$ cat src/rtl/alu_acc_ctrl.sv
// Accumulator controller wrapped around an external 8-bit ALU: registers the ALU
// inputs, holds them for SETTLE cycles, captures sum/carry and hands the result out.
module alu_acc_ctrl #(
    parameter int WIDTH  = 8,
    parameter int SETTLE = 1,
    parameter int CNT_W  = 16
) (
    input  logic             clk,
    input  logic             rst_n,
    input  logic             cmd_valid,
    output logic             cmd_ready,
    input  logic [2:0]       cmd_op,
    input  logic [WIDTH-1:0] cmd_data,
    input  logic             cmd_load,
    input  logic             cmd_use_carry,
    output logic [2:0]       alu_oper,
    output logic [WIDTH-1:0] alu_a,
    output logic [WIDTH-1:0] alu_b,
    output logic             alu_c_in,
    input  logic [WIDTH-1:0] alu_sum,
    input  logic             alu_c_out,
    output logic             res_valid,
    input  logic             res_ready,
    output logic [WIDTH-1:0] acc,
    output logic             carry,
    output logic [CNT_W-1:0] op_count
);

    // state | meaning
    // IDLE  | waiting for a command, cmd_ready high
    // EXEC  | ALU inputs held while settle_cnt counts down to zero
    // RESP  | result presented, waiting for res_ready
    typedef enum logic [1:0] {
        IDLE = 2'd0,
        EXEC = 2'd1,
        RESP = 2'd2
    } state_t;

    localparam logic [3:0] SETTLE_LOAD = 4'(SETTLE - 1);

    state_t     state;
    logic [3:0] settle_cnt;

    always_ff @(posedge clk or negedge rst_n) begin
        if (!rst_n) begin
            state      <= IDLE;
            settle_cnt <= '0;
            acc        <= '0;
            carry      <= 1'b0;
            alu_oper   <= '0;
            alu_b      <= '0;
            alu_c_in   <= 1'b0;
            op_count   <= '0;
        end else begin
            case (state)
                IDLE: begin
                    if (cmd_valid) begin
                        if (cmd_load) begin
                            acc   <= cmd_data;
                            carry <= 1'b0;
                            state <= RESP;
                        end else begin
                            alu_oper   <= cmd_op;
                            alu_b      <= cmd_data;
                            alu_c_in   <= cmd_use_carry & carry;
                            settle_cnt <= SETTLE_LOAD;
                            state      <= EXEC;
                        end
                    end
                end
                EXEC: begin
                    if (settle_cnt == 4'd0) begin
                        acc   <= alu_sum;
                        carry <= alu_c_out;
                        state <= RESP;
                    end else begin
                        settle_cnt <= settle_cnt - 4'd1;
                    end
                end
                RESP: begin
                    if (res_ready) begin
                        op_count <= op_count + 1'b1;
                        state    <= IDLE;
                    end
                end
                default: state <= IDLE;
            endcase
        end
    end

    // Handshake flags come straight from the state register, no input paths.
    assign cmd_ready = (state == IDLE);
    assign res_valid = (state == RESP);
    assign alu_a     = acc;

endmodule

$ cat config.mk
export PLATFORM = sky130hd
export DESIGN_NAME = alu_acc_ctrl
export DESIGN_NICKNAME = d
export VERILOG_FILES = /design/src/rtl/alu_acc_ctrl.sv
export SDC_FILE = /design/constraint.sdc
export NUM_CORES = 1
export LEC_CHECK = 0
export ABC_AREA = 1
export CAP_MARGIN = 20
export CORE_ASPECT_RATIO = 1.2
export CORE_MARGIN = 1
export CORE_UTILIZATION = 46
export CTS_CLUSTER_DIAMETER = 100
export CTS_CLUSTER_SIZE = 16
export DETAILED_ROUTE_END_ITERATION = 10
export PLACE_DENSITY = 0.9
export SYNTH_ARGS = -nofsm -noshare
export SYNTH_HDL_FRONTEND = slang
export SYNTH_SLANG_ARGS = --single-unit
$ cat constraint.sdc
create_clock -name clk -period 2 [get_ports clk]
set_input_delay 0.4 -clock clk [delete_from_list [all_inputs] [get_ports clk]]
set_output_delay 0.4 -clock clk [all_outputs]
set_load 0.005 [all_outputs]
==> results.sh, run 1 <==
export IMPL_hold_violations=0
export IMPL_crit_required_ns=1.60
export IMPL_post_route_min_period_ns=1.93
export IMPL_first_global_vias=2005
export IMPL_ant_nets=0
export IMPL_seq_area_frac_synth=0.505
export IMPL_p_per_area_mw_per_mm2=1220
export IMPL_wl_mm=4.91
export IMPL_insertion_delay_ns=0.30
export IMPL_cts_repair_resized=0
export IMPL_groute_usage_overall=0.232
export IMPL_leakage_nw=1.40
export IMPL_relSlewSlack=0.643
export IMPL_period_share=0.967
export IMPL_grt_overflow=0
export IMPL_wl_per_cell_um=12.6
export IMPL_drc=0
export IMPL_syn_cell_area_sq_mm=0.00213
export IMPL_io_pins=73
export IMPL_setup_slack_ns=0.0651
export IMPL_path_clk_slew_ns=0.08
export IMPL_critPathSlowestCell="clkdlybuf4s50_1"
export IMPL_path_buf_inv=1
export IMPL_multiInputGateArea_sq_um=883
export IMPL_cts_tree="built"
export IMPL_htree_levels=2
export IMPL_dp_slack_ns=0.314
export IMPL_dpl_cell_area_sq_mm=0.00285
export IMPL_crit_path_max_fanout=5
export IMPL_diodes=0
export IMPL_cts_buffers_inserted=5
export IMPL_ys_flop_type="dfrtp_1"
export IMPL_hold_path_class="in -> async"
export IMPL_ys_top_cells_by_area="dfrtp_1 (50%), nand2_1 (20%), inv_1 (3.5%), nand3_1 (2.8%), buf_4 (2.8%)"
export IMPL_synth_distinct_cells=24
export IMPL_ir_drop_v=0.00100
export IMPL_drtIter0Drc=76
export IMPL_yosysTopAreaCell="dfrtp_1"
export IMPL_synthArstFlopShare=1.00
export IMPL_crit_start="state[1]$_DFFE_PN0P_"
export IMPL_worstReg2RegEnd="acc[5]$_DFFE_PN0P_"
export IMPL_synth_most_common_cell="nand2_1"
export IMPL_synth_top_area_frac=0.505
export IMPL_grt_max_degree=44
export IMPL_die_w_um=64.1
export IMPL_synth_seq_cells=43
export IMPL_timing_rr_start="settle_cnt[0]$_DFFE_PN0P_"
export IMPL_worstPathCellList="nor2_2 > clkdlybuf4s50_1"
export IMPL_yosysWarnings=0
export IMPL_syn_avg_cell_area_sq_um=8.13
export IMPL_tightestPinTransition_ns=0.536
export IMPL_drtPass1Iterations=4
export IMPL_crit_path_start_kind="flip-flop"
export IMPL_fin_setup_tns_ns=0
export IMPL_start_util=0.489
export IMPL_syn_nets=291
export IMPL_grt_setup_unrepaired="false"
export IMPL_path_depth=2
export IMPL_antenna_found_initial=0
export IMPL_max_stage_delay_ns=0.53
export IMPL_dieArea_sq_mm=0.00491
export IMPL_coreArea_sq_mm=0.00436
export IMPL_worstSetupPathType="reg -> out"
export IMPL_nets=361
export IMPL_max_clock_path_buffers=2
export IMPL_gp_congestion=0.832
export IMPL_r2r_cells=8
export IMPL_endpoint_kind="output pin"
export IMPL_vias=1908
export IMPL_design_area_sq_mm=0.00294
export IMPL_cp_top_family="buffers and inverters"
export IMPL_portBuffers=72
export IMPL_synthCells=262
export IMPL_post_cts_setup_buffer_count=0
export IMPL_seqCellArea_sq_mm=0.00108
export IMPL_fin_skew_ns=0.00657
export IMPL_hold_buffers=0
export IMPL_setup_viol_count_final=0
export IMPL_drive_gt1_frac=0.0691
export IMPL_nFillCells=357
export IMPL_fmax_mhz=517
export IMPL_synth_edf_count=0
export IMPL_viasPerCell=4.90
export IMPL_max_cap_violations=0
export IMPL_status="complete, no violations"
export IMPL_area_delta_synth_final_pct=37.8
export IMPL_finalMaxSlewViolations=0
export IMPL_die_y_um=76.6
export IMPL_hpwl_mm=3.58
export IMPL_r2r_slack_ns=0.52
export IMPL_cp_arrival_ns=1.53
export IMPL_cts_sinks=43
export IMPL_root_buffer="clkbuf_8"
export IMPL_synthTopCellsByCount="nand2_1 (115), dfrtp_1 (43), inv_1 (20), nand3_1 (12), nor2_1 (12)"
export IMPL_grt_first_pass_wirelength_mm=8.96
export IMPL_fp_row_count=26
worst reg2reg max path: stages (launching register included):
cell and delay, ns:
dfrtp_1 0.36, inv_1 0.16, ha_1 0.18, nand3_1 0.10, nand2_1 0.14, nand2_2 0.19, inv_2 0.18, nand2_1 0.07
nand2_1 0.06
layer usage:
layer,routed length [um],track usage
met4,70,0.0800
met2,2420,0.380
met3,337,0.0629
met5,0,0
met1,2080,0.292
how the worst max path moves through the flow:
stage | end | slack (ns)
6_report | cmd_ready | 0.07
5_1_grt | cmd_ready | 0.02
4_1_cts | cmd_ready | 0.05
3_5_place_dp | op_count[15]$_DFFE_PN0P_ | 0.31
3_3_place_gp | op_count[15]$_DFFE_PN0P_ | 0.37
2_1_floorplan | acc[5]$_DFFE_PN0P_ | 0.76
power by group:
part / total [W] / internal [W] / switching (W) / leakage [nW]
sequential: 0.00141 / 0.00117 / 0.000245 / 0.559
clock: 0.000540 / 0.000244 / 0.000296 / 0.0412
combinational: 0.00162 / 0.000878 / 0.000747 / 0.801
sequential cells by signal, indices dropped and copies added (netlist names):
name / cells
alu_b: 8
state: 2
carry: 1
alu_oper: 3
op_count: 16
alu_c_in: 1
acc: 8
settle_cnt: 4
cell usage in the layout (no fill, tap or decap):
cell,n
nand2_1,115
clkdlybuf4s50_1,71
dfrtp_1,43
inv_1,20
nand3_1,12
nor2_1,12
o21ai_0,9
nand4_1,7
xnor2_1,6
clkbuf_8,5
inv_2,4
nor2_4,3
nand2_2,3
nand3b_1,3
o21ai_1,3
ha_1,3
xor2_1,2
buf_4,2
nor2_2,1
nand3b_4,1
nand3_4,1
a21oi_1,1
o22ai_1,1
nor3_1,1
clkbuf_1,1
clkinv_2,1
clkinvlp_4,1
buf_2,1
per-stage QoR:
stage                     cells  total power, W  hold slack [ns]  utilization
after floorplan             262         0.00223            0.104            -
after global placement      381         0.00299            0.463        0.654
after detailed placement    381         0.00304            0.465        0.654
after CTS                   389         0.00361            0.179        0.673
after global routing        389         0.00386            0.208        0.673
final                       389         0.00358            0.165        0.673
final cells by class:
cell class | count | share of cell area
Sequential cell | 43 | 0.367
Multi-Input combinational cell | 184 | 0.301
Timing Repair Buffer | 74 | 0.249
Inverter | 24 | 0.0307
Clock buffer | 6 | 0.0247
Tap cell | 56 | 0.0239
Clock inverter | 2 | 0.00426
cells by family (layout without fill, tap and decap cells):
kind of cell,count (synthesis),count (layout),share of synthesized area
compound gates,14,14,0.0335
xor+xnor,8,8,0.0329
fa+ha+maj,3,3,0.0176
buf+inv,35,106,0.0804
flops,43,43,0.505
simple gates,159,159,0.331
Power figures use the tool's default switching activity.
==> inputs of run 2 (changes only) <==
CORE_ASPECT_RATIO = 1.75   (was 1.2)
DONT_BUFFER_PORTS = 1   (was unset)
PLACE_DENSITY = 0.7   (was 0.9)
==> results.sh, run 2 (synthesized netlist as in run 1, its figures left out) <==
export IMPL_status="complete, no violations"
export IMPL_fp_row_count=32
export IMPL_viasPerCell=5.20
export IMPL_setup_slack_ns=0.445
export IMPL_setup_viol_count_final=0
export IMPL_p_per_area_mw_per_mm2=1300
export IMPL_relSlewSlack=0.774
export IMPL_first_global_vias=1716
export IMPL_reg_largest_list="op_count x16, acc x8, alu_b x8"
export IMPL_vias=1623
export IMPL_finalMaxSlewViolations=0
export IMPL_groute_usage_overall=0.205
export IMPL_endpoint_kind="flip-flop"
export IMPL_gp_congestion=0.828
export IMPL_cts_sinks=43
export IMPL_hold_depth=2
export IMPL_worstPathCellList="nor2_4 > nand2_1 > nand2_2 > inv_2 > nand2_1 > nand2_1"
export IMPL_io_pins=73
export IMPL_hpwl_mm=3.37
export IMPL_post_cts_setup_buffer_count=0
export IMPL_crit_path_max_fanout=17
export IMPL_htree_levels=2
export IMPL_start_util=0.479
export IMPL_insertion_delay_ns=0.30
export IMPL_die_w_um=53.5
export IMPL_grt_overflow=0
export IMPL_leakage_nw=1.14
export IMPL_cts_buffers_inserted=5
export IMPL_hold_path_class="in -> reg"
export IMPL_wl_per_cell_um=14.2
export IMPL_hold_violations=0
export IMPL_grt_first_pass_wirelength_mm=7.42
export IMPL_r2r_slack_ns=0.45
export IMPL_tightestPinTransition_ns=0.338
export IMPL_cp_arrival_ns=1.74
export IMPL_max_cap_violations=0
export IMPL_dieArea_sq_mm=0.00492
export IMPL_ant_nets=0
export IMPL_antenna_found_initial=0
export IMPL_fin_hold_ws_ns=0.207
export IMPL_grt_setup_unrepaired="false"
export IMPL_fin_setup_tns_ns=0
export IMPL_largest_reg_flops=16
export IMPL_regMostFlops="op_count"
export IMPL_portBuffers=0
export IMPL_drc=0
export IMPL_nFillCells=428
export IMPL_drtPass1Iterations=4
export IMPL_worst_hold_path_endpoint="alu_b[0]$_DFFE_PN0P_"
export IMPL_design_area_sq_mm=0.00224
export IMPL_nets=289
export IMPL_placedCellCount=302
export IMPL_drive_gt1_frac=0.0843
export IMPL_dpl_cell_area_sq_mm=0.00211
export IMPL_timing_rr_start="state[1]$_DFFE_PN0P_"
export IMPL_period_share=0.777
export IMPL_r2r_cells=6
export IMPL_die_y_um=92.0
export IMPL_area_delta_synth_final_pct=5.23
export IMPL_drtIter0Drc=38
export IMPL_cts_repair_resized=0
export IMPL_fmax_mhz=643
export IMPL_crit_start="state[1]$_DFFE_PN0P_"
export IMPL_wl_mm=4.45
export IMPL_crit_required_ns=2.19
export IMPL_path_clk_slew_ns=0.09
export IMPL_worstSetupPathType="reg -> reg"
export IMPL_root_buffer="clkbuf_8"
export IMPL_final_common_cell="nand2_1"
export IMPL_crit_path_start_kind="flip-flop"
export IMPL_grt_max_degree=44
export IMPL_fin_skew_ns=0.00521
export IMPL_seqCellArea_sq_mm=0.00108
export IMPL_final_cell_mix="nand2_1 (115), dfrtp_1 (43), inv_1 (20)"
export IMPL_coreArea_sq_mm=0.00444
export IMPL_min_delay_start="cmd_data[0]"
export IMPL_hold_buffers=2
export IMPL_multiInputGateArea_sq_um=883
export IMPL_fin_cells=312
export IMPL_cts_tree="built"
export IMPL_diodes=0
export IMPL_cpMostUsedCell="nand2_1"
export IMPL_dp_slack_ns=0.447
export IMPL_ir_drop_v=0.000908
export IMPL_post_route_min_period_ns=1.55
export IMPL_worstReg2RegEnd="acc[4]$_DFFE_PN0P_"
export IMPL_critPathSlowestCell="dfrtp_1"
export IMPL_max_stage_delay_ns=0.48
export IMPL_max_clock_path_buffers=2
-- run 2: layer usage --
metal	vias up	share of wire	GRT usage	wire (um)
met5	-	0	0	0
met4	0	0.027	0.0855	118
met3	11	0.078	0.0713	348
met2	63	0.54	0.370	2400
met1	749	0.35	0.199	1580
li1	800	-	-	-
-- run 2: area by class of cell --
| cell class | count | area share |
|---|---|---|
| flip-flops and latches | 43 | 0.480 |
| repair buffers | 2 | 0.0134 |
| clock inverters | 2 | 0.00725 |
| inverters | 24 | 0.0402 |
| multi-input cells | 184 | 0.394 |
| well taps | 51 | 0.0285 |
| clock buffers | 6 | 0.0368 |
-- run 2: how the worst max path moves through the flow --
stage                          to  slack (ns)  depth (start not counted)
2_1_floorplan  acc[5]$_DFFE_PN0P_        0.76                          8
3_3_place_gp   acc[3]$_DFFE_PN0P_        0.50                          6
3_5_place_dp   acc[2]$_DFFE_PN0P_        0.45                          6
4_1_cts        acc[4]$_DFFE_PN0P_        0.43                          6
5_1_grt        acc[6]$_DFFE_PN0P_        0.25                          6
6_report       acc[4]$_DFFE_PN0P_        0.45                          6
-- run 2: power by group --
part / internal [W] / switching, W
clock network: 0.000282 / 0.000313
logic: 0.000288 / 0.000548
registers: 0.00117 / 0.000313
total: 0.00174 / 0.00117
-- run 2: critical path: cells and delay by family (launching register included) --
family	cells	cell delay, ns
buffers and inverters	1	0.11
flip-flops	1	0.48
AND/OR/NAND/NOR	5	0.85
-- run 2: stage by stage --
| step | util | power, W |
|---|---|---|
| finish | 0.505 | 0.00291 |
| global route | 0.505 | 0.00317 |
| CTS | 0.505 | 0.00295 |
| detailed placement | 0.476 | 0.00233 |
| global placement | 0.476 | 0.00230 |
| floorplan | - | 0.00223 |
==> inputs of run 3 (changes only) <==
PLACE_DENSITY = 0.72   (was 0.7)
clock period = 1.3 ns   (was 2 ns; I/O delays follow)
==> results.sh, run 3 (synthesized netlist as in run 1, its figures left out) <==
export IMPL_endpoint_kind="output pin"
export IMPL_cts_tree="built"
export IMPL_setup_slack_ns=-0.0416
export IMPL_finalMaxSlewViolations=0
export IMPL_setup_viol_count_final=1
export IMPL_relSlewSlack=0.809
export IMPL_reg_largest_list="op_count x16, acc x8, alu_b x8"
export IMPL_worstPathCellList="nor2_4 > buf_6 > buf_6"
export IMPL_multiInputGateArea_sq_mm=0.00109
export IMPL_fin_hold_ws_ns=0.0749
export IMPL_wl_per_cell_um=14.8
export IMPL_hold_path_class="in -> reg"
export IMPL_portBuffers=0
export IMPL_hold_violations=0
export IMPL_viasPerCell=5.29
export IMPL_grt_setup_unrepaired="true"
export IMPL_max_stage_delay_ns=0.48
export IMPL_ant_nets=0
export IMPL_cts_sinks=43
export IMPL_regMostFlops="op_count"
export IMPL_ir_drop_v=0.00151
export IMPL_fmax_mhz=745
export IMPL_fin_skew_ns=0.00528
export IMPL_drtPass1Iterations=4
export IMPL_leakage_nw=1.36
export IMPL_cts_buffers_inserted=5
export IMPL_final_cell_mix="nand2_1 (82), dfrtp_1 (40), nand2_2 (24)"
export IMPL_vias=1815
export IMPL_path_clk_slew_ns=0.08
export IMPL_groute_usage_overall=0.211
export IMPL_cpMostUsedCell="buf_6"
export IMPL_first_global_vias=1794
export IMPL_crit_path_max_fanout=5
export IMPL_htree_levels=2
export IMPL_insertion_delay_ns=0.29
export IMPL_final_common_cell="nand2_1"
export IMPL_worstSetupPathType="reg -> out"
export IMPL_period_share=1.03
export IMPL_drtIter0Drc=35
export IMPL_crit_start="state[1]$_DFFE_PN0P_"
export IMPL_design_area_sq_mm=0.00274
export IMPL_seqCellArea_sq_mm=0.00108
export IMPL_nets=320
export IMPL_wl_mm=5.07
export IMPL_dieArea_sq_mm=0.00492
export IMPL_hpwl_mm=3.45
export IMPL_placedCellCount=321
export IMPL_crit_path_start_kind="flip-flop"
export IMPL_status="finished, violations left"
export IMPL_crit_required_ns=1.04
export IMPL_post_route_min_period_ns=1.34
export IMPL_start_util=0.479
export IMPL_min_delay_start="res_ready"
export IMPL_io_pins=73
export IMPL_largest_reg_flops=16
export IMPL_fp_row_count=32
export IMPL_grt_max_degree=44
export IMPL_diodes=0
export IMPL_die_w_um=53.5
export IMPL_drc=0
export IMPL_timing_rr_start="state[0]$_DFFE_PN0P_"
export IMPL_coreArea_sq_mm=0.00444
export IMPL_p_per_area_mw_per_mm2=2140
export IMPL_dp_slack_ns=-0.0215
export IMPL_max_cap_violations=0
export IMPL_drive_gt1_frac=0.329
export IMPL_path_buf_inv=2
export IMPL_die_y_um=92.0
export IMPL_violations="setup timing"
export IMPL_cp_top_family="flip-flops"
export IMPL_root_buffer="clkbuf_8"
export IMPL_tightestPinTransition_ns=0.285
export IMPL_grt_first_pass_wirelength_mm=7.58
export IMPL_critPathSlowestCell="dfrtp_2"
export IMPL_nFillCells=353
export IMPL_total_power_w=0.00586
export IMPL_grt_overflow=0
export IMPL_cp_arrival_ns=1.08
export IMPL_antenna_found_initial=0
export IMPL_dpl_cell_area_sq_mm=0.00227
export IMPL_fin_cells=343
export IMPL_area_delta_synth_final_pct=28.7
export IMPL_max_clock_path_buffers=2
export IMPL_gp_congestion=0.802
==> run 3: through the flow <==
stage / setup TNS (ns) / utilization
after floorplan: 0 / -
final: -0.0416 / 0.617
after CTS: -0.0392 / 0.559
after detailed placement: -0.150 / 0.510
after global placement: 0 / 0.510
after global routing: -0.970 / 0.617
==> run 3: path summary, 6_finish.rpt <==
check | end | slack, ns | cells after the start
min in group asynchronous | state[0]$_DFFE_PN0P_ | 0.43 | 2
min reg2reg | op_count[15]$_DFFE_PN0P_ | 0.51 | 2
max | cmd_ready | -0.04 | 3
max reg2reg | state[1]$_DFFE_PN0P_ | 0.01 | 6
min | state[1]$_DFFE_PN0P_ | 0.07 | 1
max in group asynchronous | state[1]$_DFFE_PN0P_ | 0.65 | 2
==> run 3: report_power, final <==
part	total (W)	switching, W	internal (W)
combinational	0.00247	0.00135	0.00113
sequential	0.00230	0.000503	0.00180
clock	0.00108	0.000458	0.000622
total	0.00586	0.00231	0.00355
==> run 3: metal layers <==
metal,GRT usage,wire length (um),up-vias
met2,0.374,2880,56
met4,0.0877,91,0
met3,0.0730,327,9
met1,0.209,1770,877
met5,0,0,-
li1,-,-,873
==> run 3: cell type report <==
cell class                      count  share of cell area
Tap cell                           51              0.0233
Clock buffer                        6              0.0301
Sequential cell                    43               0.394
Timing Repair Buffer               31               0.105
Multi-Input combinational cell    186               0.397
Inverter                           24              0.0383
Clock inverter                      2              0.0128
==> run 3: repair_timing <==
item,CTS,global route
endpoints found under the hold margin,43,0
pin swaps,4,33
hold buffers,2,0
gates resized for setup,13,62
endpoints found under the setup margin,14,33
gates cloned,0,3
buffers inserted,3,6
